[src/rtl/ddr3_chk_pkg.sv]
// Shared definitions for the DDR3 read-data checker: FSM state encoding,
// default data width and the pattern-generator seed used by benches.
package ddr3_chk_pkg;

    localparam int DW_DEF = 128;

    // Value the pattern generator loads when cleared; benches rebuild the
    // golden beat sequence from it.
    localparam logic [127:0] LFSR_SEED = 128'h0123456789abcdeffedcba9876543210;

    typedef enum logic [2:0] {
        IDLE  = 3'd0,
        SEED  = 3'd1,
        RUN   = 3'd2,
        FLUSH = 3'd3,
        DONE  = 3'd4
    } chk_state_t;

endpackage

[src/rtl/ddr3_chk_accum.sv]
// Stage 2 of the read-data checker: saturating error-beat counter, sticky
// per-bit error mask and capture of the first failing beat.
module ddr3_chk_accum
    import ddr3_chk_pkg::*;
#(
    parameter int DW       = DW_DEF,
    parameter int BEATS_W  = 16,
    parameter int ERRCNT_W = 32
) (
    input  logic                clk,
    input  logic                resetn,
    input  logic                clear,
    input  logic                diff_v,
    input  logic [DW-1:0]       diff_q,
    input  logic [DW-1:0]       data_q,
    input  logic [BEATS_W-1:0]  idx_q,
    output logic                hit,
    output logic [ERRCNT_W-1:0] err_cnt,
    output logic [DW-1:0]       err_bits,
    output logic [BEATS_W-1:0]  first_err_beat,
    output logic [DW-1:0]       first_err_data
);

    localparam logic [ERRCNT_W-1:0] ONE_E = {{(ERRCNT_W-1){1'b0}}, 1'b1};
    localparam logic [ERRCNT_W-1:0] MAX_E = {ERRCNT_W{1'b1}};

    logic first_seen;

    // A staged beat is a failure when any bit differs from the pattern.
    assign hit = diff_v && (diff_q != {DW{1'b0}});

    // Accumulate failures; cleared at the start of each run, held otherwise.
    always_ff @(posedge clk) begin
        if (!resetn) begin
            err_cnt        <= {ERRCNT_W{1'b0}};
            err_bits       <= {DW{1'b0}};
            first_err_beat <= {BEATS_W{1'b0}};
            first_err_data <= {DW{1'b0}};
            first_seen     <= 1'b0;
        end else if (clear) begin
            err_cnt        <= {ERRCNT_W{1'b0}};
            err_bits       <= {DW{1'b0}};
            first_err_beat <= {BEATS_W{1'b0}};
            first_err_data <= {DW{1'b0}};
            first_seen     <= 1'b0;
        end else if (hit) begin
            if (err_cnt != MAX_E) begin
                err_cnt <= err_cnt + ONE_E;
            end
            err_bits <= err_bits | diff_q;
            if (!first_seen) begin
                first_err_beat <= idx_q;
                first_err_data <= data_q;
                first_seen     <= 1'b1;
            end
        end
    end

endmodule

[config.mk]
export PLATFORM = sky130hd
export DESIGN_NAME = ddr3_chk_accum
export DESIGN_NICKNAME = d
export VERILOG_FILES = /design/src/rtl/ddr3_chk_pkg.sv /design/src/rtl/ddr3_chk_accum.sv
export SDC_FILE = /design/constraint.sdc
export NUM_CORES = 1
export LEC_CHECK = 0
export ABC_AREA = 0
export CORE_AREA = 2 2 227 229
export DETAILED_ROUTE_END_ITERATION = 10
export DIE_AREA = 0 0 229 231
export GPL_TIMING_DRIVEN = 0
export HOLD_SLACK_MARGIN = 0.03
export REMOVE_ABC_BUFFERS = 1
export SYNTH_ARGS = -nofsm -noshare
export SYNTH_HDL_FRONTEND = slang
export SYNTH_SLANG_ARGS = --single-unit
[constraint.sdc]
create_clock -name clk -period 6.15 [get_ports clk]
set_input_delay 0.615 -clock clk [delete_from_list [all_inputs] [get_ports clk]]
set_output_delay 0.615 -clock clk [all_outputs]
set_load 0.01 [all_outputs]
### Word level (Yosys, flattened, before mapping)

Index checks and enable logic that the tools add are counted.

| storage, ports and cells | value |
|---|---|
| word-level logic and storage cells | 15 |
| register bits | 305 |
| bits of input ports | 276 |
| output and inout port bits | 305 |

| cells by class | value |
|---|---|
| bitwise gates (word level) | 3 |
| reduce and logical (&&, ||, !) cells | 5 |
| eq/ne operators | 1 |
| add/sub/neg operators | 1 |

Operator list:

| operator | number |
|---|---|
| $or 128x128->128 | 1 |
| $reduce_bool 128->1 | 1 |
| $add 32x1->32 const B | 1 |
| $ne 32x32->1 const B | 1 |
| $reduce_and 2->1 | 2 |
| $not 1->1 | 2 |
| $reduce_or 2->1 | 1 |
| $logic_and 1x1->1 | 1 |

### Depth between registers and ports, before layout

Gate-level depths: netlist of the first run.

| depth | value |
|---|---|
| depth after elaboration | 3 |
| mapped depth | 9 |
| mapped depth without buffers | 7 |

### Worst setup path before layout of the first run

No wires, ideal clock.

| timing | value |
|---|---|
| path type | in2out |
| start point | input port diff_q[33] |
| end point | output port hit |
| data arrival time | 2.104 ns |
| buffers on the path | 1 |
| data required time | 5.535 ns |
| setup slack | 3.431 ns |
| cell stages on the path | 6 |
| cell sequence | nor4_1 nand4_1 or4_1 o21ai_2 inv_2 clkbuf_1 |

| on the way | value |
|---|---|
| cells in the longest elaborated chain, start to end | 2 |

RTL lines:

| element | RTL line | text |
|---|---|---|
| start: declaration | ddr3_chk_accum.sv:14 | `input logic [DW-1:0] diff_q,` |
| $reduce_bool 128->1 | ddr3_chk_accum.sv:30 | `assign hit = diff_v && (diff_q != {DW{1'b0}});` |
| $logic_and 1x1->1 | ddr3_chk_accum.sv:30 |  |
| end: declaration | ddr3_chk_accum.sv:17 | `output logic hit,` |

Every way passes these cells.

### Worst setup path in the final report of the first run

| timing | value |
|---|---|
| start point | input port diff_q[125] |
| end point | output port hit |

Same word-level chain as after synthesis.

==> results of run 1 <==
[Yosys cell counts (10+ instances only)]
cell	count	share of area, %
dfxtp_1	305	56
nand2_1	168	5.7
o21ai_0	155	7.1
nand3_1	153	7.0
a21oi_1	147	6.7
nor2_1	134	4.6
clkbuf_1	70	2.4
nor4_1	41	2.3
nand4_1	22	1.3
buf_2	18	0.82
or3_1	14	0.80
nand2b_1	13	0.74
buf_1	10	0.34
[flip-flops by register name (all words and copies together) (netlist names)]
register        flops
first_err_data    128
err_cnt            32
first_seen          1
first_err_beat     16
err_bits          128
[power by group through the flow]
stage / Combinational [uW] / Clock [uW] / Sequential, uW
finish: 579 / 2200 / 2070
global route: 624 / 2350 / 2080
CTS: 583 / 2280 / 2070
detailed placement: 581 / 0 / 2110
global placement: 562 / 0 / 2110
floorplan: 154 / 0 / 2140
[cell type report]
class	count	area [um^2]
fill	5210	31810
clock inverter	7	110.1
inverter	2	10.01
multi-input combinational	901	4438
tap	680	850.8
clock buffer	54	1110
timing repair buffer	602	6241
sequential	305	6106
[metal layers]
layer	part of all wire [%]	routed length, um	vias to the layer above
li1	-	-	5650
met4	2.5	1033	2
met2	49	20280	365
met3	7.0	2898	68
met1	41	17070	5327
met5	0.031	13	-
[through the flow]
| stage | setup slack (ns) | setup TNS [ns] | total power, uW |
|---|---|---|---|
| floorplan | -9.485 | -1433.64 | 2295 |
| CTS | 0.8874 | 0 | 4929 |
| global placement | -18.63 | -2717.89 | 2674 |
| global route | 0.6524 | 0 | 5055 |
| detailed placement | 0.9096 | 0 | 2693 |
| finish | 1.106 | 0 | 4850 |
[logic make-up (layout without fill, tap and decap cells)]
kind of cell	Yosys count	count (layout)	share of synthesized area, %
AND/OR/NAND/NOR	572	572	24.24
buffers and inverters	107	665	4.273
adder cells (fa/ha/maj)	1	1	0.1139
AO/OA/AOI/OAI	319	319	14.94
multiplexers	9	9	0.8205
flip-flops	305	305	55.61
[worst min path at each step]
stage / startpoint / endpoint / slack (ns)
2_1_floorplan: first_seen$_SDFFE_PP0P_ / first_seen$_SDFFE_PP0P_ / 0.44
4_1_cts: first_err_data[76]$_SDFFE_PP0P_ / first_err_data[76]$_SDFFE_PP0P_ / 0.46
3_5_place_dp: first_err_data[76]$_SDFFE_PP0P_ / first_err_data[76]$_SDFFE_PP0P_ / 0.45
6_report: first_err_data[50]$_SDFFE_PP0P_ / first_err_data[50]$_SDFFE_PP0P_ / 0.45
3_3_place_gp: first_err_data[39]$_SDFFE_PP0P_ / first_err_data[39]$_SDFFE_PP0P_ / 0.44
5_1_grt: first_err_data[2]$_SDFFE_PP0P_ / first_err_data[2]$_SDFFE_PP0P_ / 0.47
[worst max-delay path: cells and delay by family]
kind | cells | cell delay (ns)
buf+inv | 3 | 1.54
simple gates | 3 | 1.42
compound gates | 1 | 0.77
==> results_dict.tcl, run 1 <==
set metrics [dict create \
    synthFlopType "dfxtp_1" \
    fin_area_mm2 0.01887 \
    critPathMaxFanout 61 \
    syn_to_final_growth_pct 71.83 \
    drc 0 \
    fmax_mhz 198.3 \
    drt.antenna.violating_nets 0 \
    critPathLaunch "diff_q[125]" \
    viasPerCell 4.474 \
    ys_warn_count 0 \
    cts_setup_buffers 0 \
    syn_area_per_cell_um2 8.362 \
    finClkSkew_ns 0.008350 \
    ctsHoldBuffers 0 \
    gp_congestion 0.9031 \
    grt_max_degree 86 \
    drt_iter0_drc 638 \
    synthCells 1313 \
    hold_slack_ns 0.4530 \
    arrival_ns 4.43 \
    die_y_um 231 \
    place_area_mm2 0.01765 \
    slew_viol_final 0 \
    dp_cells 2490 \
    grt_usage_pct 14.78 \
    min_path_cells 2 \
    finalCritPeriodShare_pct 82.01 \
    numCtsBuffers 36 \
    clock-sinks 305 \
    rsz0062_at_grt "no" \
    cpMostUsedCell "clkdlybuf4s50_1" \
    switchingPower_uw 1120 \
    slew_headroom_pct 37.29 \
    p_per_area_mw_per_mm2 257.1 \
    p_int_uw 3730 \
    fin_nets 2125 \
    crit_chain "clkdlybuf4s50_1 > nor4_1 > nand4_1 > or4_1 > o21ai_2 > inv_4 > clkdlybuf4s50_1" \
    crit_path_end "hit" \
    ir_drop_mv 0.1956 \
    start_util_pct 21.66 \
    finalSetupViolCount 0 \
    rows 83 \
    synth_edf_count 0 \
    required_ns 5.53 \
    grt-ovfl-total 0 \
    wirelength_mm 41.30 \
    wire_per_inst_um 16.19 \
    p_comb_share_pct 11.9 \
    synth_area_mm2 0.01098 \
    diodes 0 \
    grt-busiest-layer "met2" \
    utilization_pct 37.23 \
    dp_hpwl_mm 31.42 \
    ys_async_sr_fraction_pct 0 \
    grt_pass1_vias 10785 \
    drive_gt1_share_pct 4.490 \
    r2r_slack_ns 3.53 \
    dr.pass1.iters 5 \
    grtUsageMet1_pct 17.88 \
    worstSetupStartpointType "primary input" \
    max_stage_delay_ns 0.77 \
    die-area_mm2 0.05290 \
    path_clk_slew_ns 0.05 \
    mostFrequentLayoutCell "clkdlybuf4s50_1" \
    final_cell_mix "clkdlybuf4s50_1, dfxtp_1, nand2_1" \
    core_mm2 0.05068 \
    worstHoldPathType "flop to flop" \
    use_met3_pct 4.422 \
    cts_tree "done" \
    path_class "primary input to output pin" \
    vias 11412 \
    pin_count 581 \
    r2r_start "first_seen$_SDFFE_PP0P_" \
    synth.distinct_cells 36 \
    p_sw_share_pct 23.09 \
    cts_resized 0 \
    insertion_delay_ns 0.52 \
    grt_use_met2_pct 25.09 \
    port_buffers 580 \
    cts_htree_levels 2 \
    min_period_ns 5.044 \
    clkPwrFrac_pct 45.4 \
    grt_pass1_wl_mm 62.14 \
    p_leak_uw 0.006404 \
    reg2regPathDepth 9 \
    synth-seq-cells 305 \
    antenna_found_initial 1 \
    seq_power_share_pct 42.7 \
    hold_viol 0 \
    endpoint_kind "output pin" \
    r2r-end "first_err_data[119]$_SDFFE_PP0P_" \
    worst_pin_slew_ns 0.9405 \
    critPathSlowestCell "o21ai_2" \
    status "finished, final reports clean" \
    ys_seq_area_share_pct 55.61 \
    fp.dieW_um 229 \
    maxCapViolCount 0 \
    instances_no_fill 2551 \
    cts_buffer_depth 3 \
    clockRootBuffer "clkbuf_16" \
]
Note: power is estimated with default switching activity, not from simulation.
==> run 2: changes to the inputs <==
--- a/config.mk
+++ b/config.mk
@@ -6,9 +6,9 @@
 export NUM_CORES = 1
 export LEC_CHECK = 0
 export ABC_AREA = 0
-export CORE_AREA = 2 2 227 229
+export CORE_AREA = 2 2 229 231
 export DETAILED_ROUTE_END_ITERATION = 10
-export DIE_AREA = 0 0 229 231
+export DIE_AREA = 0 0 231 233
 export GPL_TIMING_DRIVEN = 0
 export HOLD_SLACK_MARGIN = 0.03
 export REMOVE_ABC_BUFFERS = 1
==> constraint.sdc (replaced) <==
create_clock -name clk -period 4.95 [get_ports clk]
set_input_delay 0.495 -clock clk [delete_from_list [all_inputs] [get_ports clk]]
set_output_delay 0.495 -clock clk [all_outputs]
set_load 0.01 [all_outputs]
==> run 2 against run 1 <==
Combinational power up 25%. Critical path type unchanged. Via count up 0.13%. Largest cell class unchanged. Utilization down 0.28 points.
==> results_dict.tcl, run 2 (synthesis gave the netlist of run 1 again) <==
set metrics [dict create \
    status "finished, final reports clean" \
    instances_no_fill 2557 \
    cts_tree "done" \
    clock-sinks 305 \
    ir_drop_mv 0.2207 \
    viasPerCell 4.469 \
    dp_cells 2489 \
    syn_to_final_growth_pct 71.94 \
    p_total_uw 5957 \
    rsz0062_at_grt "no" \
    cts_buffer_depth 3 \
    fin_nets 2128 \
    maxCapViolCount 0 \
    hold_viol 0 \
    dr.pass1.iters 5 \
    drc 0 \
    critPathMaxFanout 63 \
    dp_hpwl_mm 31.95 \
    cts_htree_levels 2 \
    fmax_mhz 219.5 \
    worstHoldPathType "flop to flop" \
    path_clk_slew_ns 0.06 \
    gp_congestion 0.9521 \
    worst_pin_slew_ns 0.8807 \
    grtUsageMet1_pct 18.09 \
    finalSetupViolCount 0 \
    reg.largest.list "err_bits x128, first_err_data x128, err_cnt x32" \
    grt_max_degree 86 \
    grt_pass1_wl_mm 62.71 \
    fp.dieW_um 231 \
    die_y_um 233 \
    pin_count 581 \
    start_util_pct 21.49 \
    layout.area.seq_mm2 0.006106 \
    use_met3_pct 4.461 \
    place_area_mm2 0.01765 \
    p_leak_uw 0.006381 \
    die-area_mm2 0.05382 \
    core_mm2 0.05109 \
    wirelength_mm 42.20 \
    worstSetupStartpointType "primary input" \
    wire_per_inst_um 16.50 \
    hold_slack_ns 0.4549 \
    grt_usage_pct 14.88 \
    drive_gt1_share_pct 4.478 \
    clockRootBuffer "clkbuf_16" \
    drt.antenna.violating_nets 0 \
    rows 83 \
    grt-ovfl-total 0 \
    ctsHoldBuffers 0 \
    min_period_ns 4.556 \
    required_ns 4.45 \
    fill_cells 5256 \
    endpoint_kind "output pin" \
    final_cell_mix "clkdlybuf4s50_1, dfxtp_1, nand2_1" \
    finClkSkew_ns 0.03089 \
    slew_viol_final 0 \
    multi_input_area_mm2 0.004494 \
    finalCritPeriodShare_pct 92.05 \
    numCtsBuffers 38 \
    antenna_found_initial 2 \
    slew_headroom_pct 40.80 \
    path_class "primary input to output pin" \
    grt_pass1_vias 10853 \
    port_buffers 580 \
    insertion_delay_ns 0.54 \
    r2r_slack_ns 2.15 \
    grt_use_met2_pct 24.55 \
    mostFrequentLayoutCell "clkdlybuf4s50_1" \
    grt-busiest-layer "met2" \
    drt_iter0_drc 560 \
    arrival_ns 4.06 \
    fin_area_mm2 0.01888 \
    vias 11427 \
    p_per_area_mw_per_mm2 315.6 \
]
## run 2: cell types whose count changed in the layout (fill, tap and decap cells not counted), moves of 2 or more
cell	before	now
nor4_1	40	37
clkbuf_8	12	3
clkbuf_1	5	14
buf_8	9	7
clkbuf_16	37	39
nor4_2	1	3
inv_6	0	2
## run 2: what timing repair did
item / CTS / global route
setup buffers: 0 / 0
gates cloned: 2 / 0
resized for setup: 2 / 3
pin swaps: 1 / 1
endpoints found under the setup margin: 111 / 1
## run 2: final cells by class
cell class                 count  area share, %
inverter                       2        0.05302
clock inverter                 9         0.5435
antenna                        1        0.01326
timing repair buffer         601          33.07
tap                          680          4.507
multi-input combinational    903          23.81
sequential                   305          32.34
clock buffer                  56          5.667
## run 2: path summary, 6_finish.rpt
path	from	to	cells after the start
setup / recovery	diff_q[66]	hit	7
hold / removal	first_err_data[79]$_SDFFE_PP0P_	first_err_data[79]$_SDFFE_PP0P_	2
setup reg to reg	first_seen$_SDFFE_PP0P_	first_err_data[36]$_SDFFE_PP0P_	10
hold reg to reg	first_err_data[79]$_SDFFE_PP0P_	first_err_data[79]$_SDFFE_PP0P_	2
## run 2: critical path: stages
cell,delay (ns)
clkdlybuf4s50_1,0.64
nor4_4,0.57
nand4_1,0.36
or4_4,0.61
o21ai_4,0.41
inv_4,0.35
clkdlybuf4s50_1,0.59
## run 2: per-stage QoR
stage / worst slack (ns) / util [%] / setup TNS, ns
finish: 0.3936 / 36.95 / 0
CTS: 0.08209 / 36.91 / 0
global route: 0.08600 / 36.95 / 0
detailed placement: -1.197 / 34.55 / -141.30
global placement: -20.27 / 33.61 / -3192.48
floorplan: -10.57 / - / -1603.20
## run 2: routing by layer
metal,routed length (um),vias up
met4,1290,0
met1,17310,5303
met5,0,-
met3,3022,74
li1,-,5660
met2,20580,390
## run 2: power by group
part           leakage, uW  internal [uW]  switching, uW  total, uW
Sequential         0.00248           2530           41.1       2570
Clock             0.000576           1600           1060       2660
Combinational      0.00332            408            314        722
Total              0.00638           4540           1420       5960
==> run 3: changes to the inputs <==
==> constraint.sdc (replaced) <==
create_clock -name clk -period 4.2 [get_ports clk]
set_input_delay 0.42 -clock clk [delete_from_list [all_inputs] [get_ports clk]]
set_output_delay 0.42 -clock clk [all_outputs]
set_load 0.01 [all_outputs]
==> run 3 against run 2 <==
Clock skew down 0.0016 ns. Critical path type unchanged. Utilization hardly changed. Combinational power increased by 18%. Hold slack got worse by 0.0053 ns.
==> results_dict.tcl, run 3 (synthesis gave the netlist of run 1 again) <==
set metrics [dict create \
    status "finished, final reports clean" \
    seq_power_share_pct 43.2 \
    port_buffers 580 \
    ir_drop_mv 0.2606 \
    p_leak_uw 0.006387 \
    worstSetupStartpointType "primary input" \
    grt_use_met2_pct 24.55 \
    grt-ovfl-total 0 \
    drt.antenna.violating_nets 0 \
    p_per_area_mw_per_mm2 372.0 \
    die-area_mm2 0.05382 \
    switchingPower_uw 1679 \
    dp_cells 2489 \
    clock-sinks 305 \
    rows 83 \
    core_mm2 0.05109 \
    p_sw_share_pct 23.89 \
    finClkSkew_ns 0.02926 \
    syn_to_final_growth_pct 72.08 \
    min_period_ns 3.998 \
    antenna_found_initial 2 \
    wire_per_inst_um 16.54 \
    p_int_uw 5350 \
    ctsHoldBuffers 0 \
    dr.pass1.iters 7 \
    final_cell_mix "clkdlybuf4s50_1, dfxtp_1, nand2_1" \
    rsz0062_at_grt "no" \
    grtUsageMet1_pct 18.07 \
    reg.largest.list "err_bits x128, first_err_data x128, err_cnt x32" \
    clkPwrFrac_pct 44.7 \
    cts_buffer_depth 3 \
    grt_usage_pct 14.88 \
    slew_viol_final 0 \
    die_y_um 233 \
    use_met3_pct 4.449 \
    fmax_mhz 250.1 \
    finalSetupViolCount 0 \
    vias 11465 \
    fill_cells 5256 \
    drive_gt1_share_pct 4.582 \
    drc 0 \
    instances_no_fill 2558 \
    arrival_ns 3.58 \
    p_comb_share_pct 12.1 \
    required_ns 3.78 \
    hold_viol 0 \
    path_class "primary input to output pin" \
    setup_tns_ns 0 \
    fp.dieW_um 231 \
    grt_max_degree 86 \
    reg2regPathDepth 10 \
    r2r_start "first_seen$_SDFFE_PP0P_" \
    start_util_pct 21.49 \
    endpoint_kind "output pin" \
    insertion_delay_ns 0.54 \
    grt_pass1_vias 10857 \
    worst_pin_slew_ns 0.8599 \
    maxCapViolCount 0 \
    grt_pass1_wl_mm 62.76 \
    r2r-end "first_err_data[36]$_SDFFE_PP0P_" \
    crit_path_end "hit" \
    clockRootBuffer "clkbuf_16" \
    gp_congestion 0.9521 \
    dp_hpwl_mm 31.95 \
    wirelength_mm 42.30 \
    finalCritPeriodShare_pct 95.19 \
    cts_htree_levels 2 \
    cts_tree "done" \
    fin_nets 2129 \
    grt-busiest-layer "met2" \
    critPathLaunch "diff_q[44]" \
    mostFrequentLayoutCell "clkdlybuf4s50_1" \
    viasPerCell 4.482 \
    pin_count 581 \
    path_clk_slew_ns 0.06 \
    worstHoldPathType "primary input to flop" \
    drt_iter0_drc 536 \
    critPathMaxFanout 63 \
    r2r_slack_ns 1.40 \
    utilization_pct 36.98 \
    slew_headroom_pct 42.66 \
    numCtsBuffers 38 \
]
-- run 3: critical path, cell delays in order --
cell and delay [ns]:
clkdlybuf4s50_1 0.44, nor4_2 0.67, nand4_1 0.24, or4_1 0.75, o21ai_4 0.27, inv_6 0.20
clkdlybuf4s50_1 0.55
-- run 3: worst min-delay path by stage --
stage                                    start                          endpoint  slack (ns)  cells after the start
4_1_cts                             data_q[60]   first_err_data[60]$_SDFFE_PP0P_        0.40                      3
6_report                           data_q[119]  first_err_data[119]$_SDFFE_PP0P_        0.45                      3
2_1_floorplan          first_seen$_SDFFE_PP0P_           first_seen$_SDFFE_PP0P_        0.44                      2
3_3_place_gp   first_err_data[11]$_SDFFE_PP0P_   first_err_data[11]$_SDFFE_PP0P_        0.44                      2
5_1_grt                             data_q[84]   first_err_data[84]$_SDFFE_PP0P_        0.43                      3
3_5_place_dp   first_err_data[33]$_SDFFE_PP0P_   first_err_data[33]$_SDFFE_PP0P_        0.45                      2
-- run 3: area by class of cell --
cell class,instances,area (um^2),area share [%]
Tap cell,680,850.8,4.503
Inverter,2,12.51,0.06623
Clock buffer,56,1070,5.662
Timing Repair Buffer,602,6248,33.07
Sequential cell,305,6106,32.32
Antenna cell,1,2.502,0.01325
Clock inverter,9,102.6,0.5430
Multi-Input combinational cell,903,4501,23.82
-- run 3: power by group through the flow --
| stage | Sequential [uW] | Combinational, uW | Clock (uW) |
|---|---|---|---|
| after floorplan | 3140 | 225 | 0 |
| after global placement | 3090 | 821 | 0 |
| after detailed placement | 3090 | 848 | 0 |
| after CTS | 3030 | 857 | 3250 |
| after global routing | 3040 | 919 | 3350 |
| final | 3030 | 853 | 3140 |
-- run 3: through the flow --
stage,setup WS (ns),hold slack [ns],instance area [um^2],power [uW]
final,0.2022,0.4496,18890,7029
after global routing,0.03042,0.4345,18890,7313
after detailed placement,-1.797,0.4505,17650,3942
after global placement,-20.95,0.4434,17170,3916
after CTS,0.1125,0.4007,18880,7139
after floorplan,-11.24,0.4419,10520,3361
-- run 3: layer usage --
metal  up-vias  part of all wire [%]  routed length [um]
met5         -                     0                   0
met4         0                   3.1                1324
met3        76                   7.4                3112
met2       372                    49               20630
met1      5354                    41               17230
li1       5663                     -                   -
-- run 3: timing repair --
item	4_1_cts	5_1_grt
gates resized for setup	7	1
buffers inserted	1	0
gates cloned	2	0
pin swaps	3	0
endpoints found under the setup margin	277	3
==> RTL edit 1 (flow settings as in run 3) <==
Set the parameter `BEATS_W` to 24 (it was 16).
--- a/src/rtl/ddr3_chk_accum.sv
+++ b/src/rtl/ddr3_chk_accum.sv
@@ -4,7 +4,7 @@
     import ddr3_chk_pkg::*;
 #(
     parameter int DW       = DW_DEF,
-    parameter int BEATS_W  = 16,
+    parameter int BEATS_W  = 24,
     parameter int ERRCNT_W = 32
 ) (
     input  logic                clk,
Ports: changed (resized first_err_beat and idx_q); port bits go from 581 to 597. No check against the original RTL was run, so the function may have changed too.
==> RTL edit 1 against run 3 <==
Area after synthesis is 4.3% higher. Final cell count grew 2.1%. Design area is 3.5% higher. Setup slack lost 37 ps. Sequential cell count up 8. Total power is 3.9% higher. Critical path depth rose by 2. Synthesized cell count increased by 2.9%. Routed wire length is 4.0% higher. Largest power group unchanged.
==> RTL edit 1: results (changes against run 3) <==
==================================================================================
Routed wl met3                                                             4.60 mm   +48%
Remaining max-slew budget at the tightest pin                                38.4%   -4.2 points
IR drop worst, VDD                                                          259 uV   -0.77%
Number of input and output port buffers inserted                               596   +2.8%
Switching power                                                            1.75 mW   +4.4%
CTS clock-pin slew for the worst setup and hold paths                        60 ps   about the same
Routed length per placed instance                                          16.8 um   +1.8%
Startpoint of the most critical hold path                               data_q[97]
Routability congestion estimate                                              0.830   -13%
Pin count of the biggest net entering global routing                            98   +14%
Worst path slowest cell                                               sky130_fd_sc_hd__clkdlybuf4s50_1
Leading post-synthesis cells by instance count                        313 x sky130_fd_sc_hd__dfxtp_1, 170 x sky130_fd_sc_hd__nand2_1, 151 x sky130_fd_sc_hd__a21oi_1, 147 x sky130_fd_sc_hd__nand3_1, 134 x sky130_fd_sc_hd__nor2_1
Routed wl met2                                                             21.0 mm   +1.6%
Data arrival time at the worst-slack endpoint                              3610 ps   +30 ps
Worst path max stage delay                                                  550 ps   -200 ps
Worst hold endpoint                                                   first_err_data[97]
Initial drt markers                                                            436   -19%
Per-cell via count in the routed design                                       4.54   +1.3%
Power of the clock network                                                 3.31 mW   +5%
Post-CTS setup-driven buffer insertion count                                     2   +1
Reg2reg path depth                                                              11   +1
Post-placement cell count                                                     2539   +2.0%
Via count                                                                    11900   +3.4%
Number of gates resized after cts                                                7   unchanged
Setup Skew                                                                 19.8 ps   -9.47 ps
Initial DRT Pass Iterations                                                      5   -2
GR Util All Layers                                                           15.4%   +0.50 points
Outcome                                                               finished, final reports clean
Lkg Pwr                                                                    6.65 nW   +4.1%
Number of global-route vias before repair                                    11300   +4.2%
Post-detailed-placement half-perimeter wirelength                          32.7 mm   +2.4%
Highest metal used                                                            met5
Top post-synthesis cells by area                                      sky130_fd_sc_hd__dfxtp_1 55%, sky130_fd_sc_hd__a21oi_1 6.6%, sky130_fd_sc_hd__nand3_1 6.4%
Number of clock buffers inserted by TritonCTS                                   37   -2.6%
Async S/R FF share, synth                                                       0%   unchanged
Wire length of the first global-routing pass                               65.1 mm   +3.8%
Met1 WL                                                                    17.2 mm   -0.27%
Portion of the post-synthesis area used by sequential elements               54.7%   -0.88 points
Average cell area after synthesis                                        8.47 um^2   +1.3%
Unique cell type count in the Yosys netlist                                     41   +14%
Critical register-to-register path endpoint                           first_err_beat[8]
Instance area after placement                                           18200 um^2   +3.1%
Met2 track demand over resource                                              26.4%   +1.9 points
Highest net fanout along the worst path                                         97   +54%
Met1 Usage GRT                                                               17.1%   -1.0 points
Share of final-layout standard cells stronger than drive strength 1          6.47%   +1.9 points
Setup slack of the most critical reg-to-reg path                           1220 ps   -180 ps
Antenna violations before repair                                                 4   +2
Fraction of met3 tracks used by global routing                               6.62%   +2.2 points
Total Nets Final                                                              2188   +2.8%
==================================================================================
==> RTL edit 1: cell count changes after synthesis, sizes merged, moves of 7 or more <==
cell and delta:
o31ai +14, or3 -8, clkbuf -8, nand2b -7, or4 +10, nand3 +12, dfxtp +8, buf +14
==> RTL edit 1: metrics by stage <==
step	hold WS, ps	util, %	total power, mW	setup TNS (ps)	setup WS (ps)
after floorplan	462	-	3.46	-1208640	-8190
after global placement	436	34.7	4.03	-2255480	-14750
after detailed placement	440	35.6	4.06	-61910	-1090
after CTS	387	38.2	7.43	0	37.0
after global routing	394	38.3	7.61	0	27.0
final	432	38.3	7.30	0	165
==> RTL edit 1: area by class of cell <==
cell class | instances | area [um^2]
diodes | 1 | 2.50
inverters | 4 | 17.5
flip-flops and latches | 313 | 6270
fillers | 5190 | 31500
repair buffers | 623 | 6440
multi-input cells | 924 | 4720
clock inverters | 17 | 175
clock buffers | 50 | 1080
well taps | 680 | 851
==> RTL edit 1: cell families after synthesis <==
family                   count (synthesis)  share of synthesized area [%]
AO/OA/AOI/OAI                          332                           15.1
adder cells (fa/ha/maj)                  1                          0.109
buffers and inverters                  115                           4.73
flip-flops                             313                           54.7
multiplexers                             6                          0.525
AND/OR/NAND/NOR                        584                           24.8
==> RTL edit 1: critical path, delay by kind of cell <==
family / cells / cell delay (ps)
buf+inv: 5 / 1690
simple gates: 3 / 1130
compound gates: 1 / 270
==> RTL edit 1: worst max path at each step <==
| stage | startpoint | to | slack, ps | cells past startpoint |
|---|---|---|---|---|
| after floorplan | clear | err_cnt[30] | -8190 | 3 |
| after global routing | diff_q[62] | hit | 30 | 9 |
| after global placement | clear | first_err_data[12] | -14750 | 4 |
| after CTS | diff_q[124] | hit | 40 | 8 |
| after detailed placement | diff_q[124] | hit | -1090 | 8 |
| final | diff_q[62] | hit | 170 | 9 |
==> RTL edit 2 (settings of run 3) <==
Made on the original files. Put one more register stage on the output `err_bits`. The value now appears one clock later. The other outputs are not delayed to match.
--- a/src/rtl/ddr3_chk_accum.sv
+++ b/src/rtl/ddr3_chk_accum.sv
@@ -24,6 +24,8 @@
     localparam logic [ERRCNT_W-1:0] ONE_E = {{(ERRCNT_W-1){1'b0}}, 1'b1};
     localparam logic [ERRCNT_W-1:0] MAX_E = {ERRCNT_W{1'b1}};
 
+    logic [DW-1:0] err_bits_s0;
+
     logic first_seen;
 
     // A staged beat is a failure when any bit differs from the pattern.
@@ -33,13 +35,13 @@
     always_ff @(posedge clk) begin
         if (!resetn) begin
             err_cnt        <= {ERRCNT_W{1'b0}};
-            err_bits       <= {DW{1'b0}};
+            err_bits_s0    <= {DW{1'b0}};
             first_err_beat <= {BEATS_W{1'b0}};
             first_err_data <= {DW{1'b0}};
             first_seen     <= 1'b0;
         end else if (clear) begin
             err_cnt        <= {ERRCNT_W{1'b0}};
-            err_bits       <= {DW{1'b0}};
+            err_bits_s0    <= {DW{1'b0}};
             first_err_beat <= {BEATS_W{1'b0}};
             first_err_data <= {DW{1'b0}};
             first_seen     <= 1'b0;
@@ -47,7 +49,7 @@
             if (err_cnt != MAX_E) begin
                 err_cnt <= err_cnt + ONE_E;
             end
-            err_bits <= err_bits | diff_q;
+            err_bits_s0 <= err_bits_s0 | diff_q;
             if (!first_seen) begin
                 first_err_beat <= idx_q;
                 first_err_data <= data_q;
@@ -56,5 +58,9 @@
         end
     end
 
+    always_ff @(posedge clk) begin
+        err_bits <= err_bits_s0;
+    end
+
 endmodule
 
Formal check against the unedited RTL: not equivalent (a bounded check fails within 4 cycles, from zero or initial values).
==> RTL edit 2 against run 3 <==
Setup slack better by 150 ps. Synthesized cell count increased by 9.4%. Routed wire length up 6.5%. Design area is 15% higher. Sequential cell count increased by 128. Clock skew decreased by 19 ps. Sequential power rose by 42%. Area after synthesis increased by 22%. Total power grew 37%.
==> RTL edit 2: results (changes against run 3) <==
=============================================================================
Outcome                                                          finished, final reports clean
Post-synth top area share                                               64.9%   +9.3 points
Post-placement cell count                                                2620   +5.3%
Setup Skew                                                            10.1 ps   -19.2 ps
Fraction of power spent switching nets                                  22.4%   -1.5 points
Worst hold endpoint                                               err_bits[5]
Initial DRT Pass Iterations                                                 5   -2
Met1 Usage GRT                                                          18.1%   +0.040 points
Met2 track demand over resource                                         26.9%   +2.4 points
GR Util All Layers                                                      15.8%   +0.88 points
Xor and xnor fraction of the mapped netlist area                      0.0656%   +0.066 points
FF-to-FF Start                                                     err_cnt[0]
Power of the clock network                                            4.49 mW   +43%
Area share of fa/ha/maj cells after synthesis                         0.0937%   -0.020 points
Leading post-synthesis cells by instance count                   433 x sky130_fd_sc_hd__dfxtp_1, 319 x sky130_fd_sc_hd__nand2_1, 289 x sky130_fd_sc_hd__a21oi_1, 141 x sky130_fd_sc_hd__nor2_1, 63 x sky130_fd_sc_hd__clkbuf_1
Worst slack at placement                                              -710 ps   +1090 ps
Routability congestion estimate                                         0.796   -16%
Data arrival time at the worst-slack endpoint                         3430 ps   -150 ps
IR drop worst, VDD                                                     342 uV   +31%
Fraction of met3 tracks used by global routing                          4.87%   +0.42 points
Mux contribution to synthesized area                                   0.824%   +0.0036 points
Largest registers ranked by flip-flop count                      err_bits (128), err_bits_s0 (128), first_err_data (128)
Antenna violations before repair                                            1   -1
Number of clock buffers inserted by TritonCTS                              46   +21%
Unique cell type count in the Yosys netlist                                35   -2.8%
Portion of the post-synthesis area used by sequential elements          64.9%   +9.3 points
Reg2reg path depth                                                          6   -4
Setup slack of the most critical reg-to-reg path                      1330 ps   -70 ps
Seq pwr                                                               4.29 mW   +42%
Worst hold path stage count                                                 0   -3
Hold Worst Slack                                                       339 ps   -111 ps
Highest net fanout along the worst path                                    55   -13%
Pin count of the biggest net entering global routing                       81   -5.8%
Number of global-route vias before repair                               11800   +8.3%
Wire length of the first global-routing pass                          66.8 mm   +6.5%
Crit. Startpoint                                                   diff_q[86]
Post-route insts no fill                                                 2706   +5.8%
Power density cells                                               444 nW/um^2   +19%
Per-cell via count in the routed design                                  4.47   -0.32%
Worst path slowest cell                                          sky130_fd_sc_hd__or4_4
=============================================================================
==> RTL edit 2: cell type report <==
cell class                 count  area, um^2
multi-input combinational    910        4330
inverter                       4        17.5
clock buffer                  60        1300
timing repair buffer         595        6150
fill                        4985       29400
tap                          680         851
antenna                        1        2.50
clock inverter                23         398
sequential                   433        8670
==> RTL edit 2: through the flow <==
step                setup TNS, ps  instance area [um^2]
floorplan                 -908150                 13000
global placement         -2354210                 19600
detailed placement         -44780                 20000
CTS                             0                 21700
global route                    0                 21700
finish                          0                 21700
==> RTL edit 2: repair_timing <==
| item | 4_1_cts | 5_1_grt |
|---|---|---|
| resized for setup | 2 | 0 |
| endpoints found under the hold margin | 0 | 0 |
| buffers inserted | 1 | 0 |
| setup endpoints to repair | 1 | 0 |
==> RTL edit 2: layer usage <==
layer | part of all wire (%) | vias to the layer above | wire [um]
met2 | 49 | 421 | 22100
met5 | 0 | - | 0
met3 | 8.1 | 91 | 3660
li1 | - | 5969 | -
met4 | 3.5 | 0 | 1570
met1 | 39 | 5609 | 17700
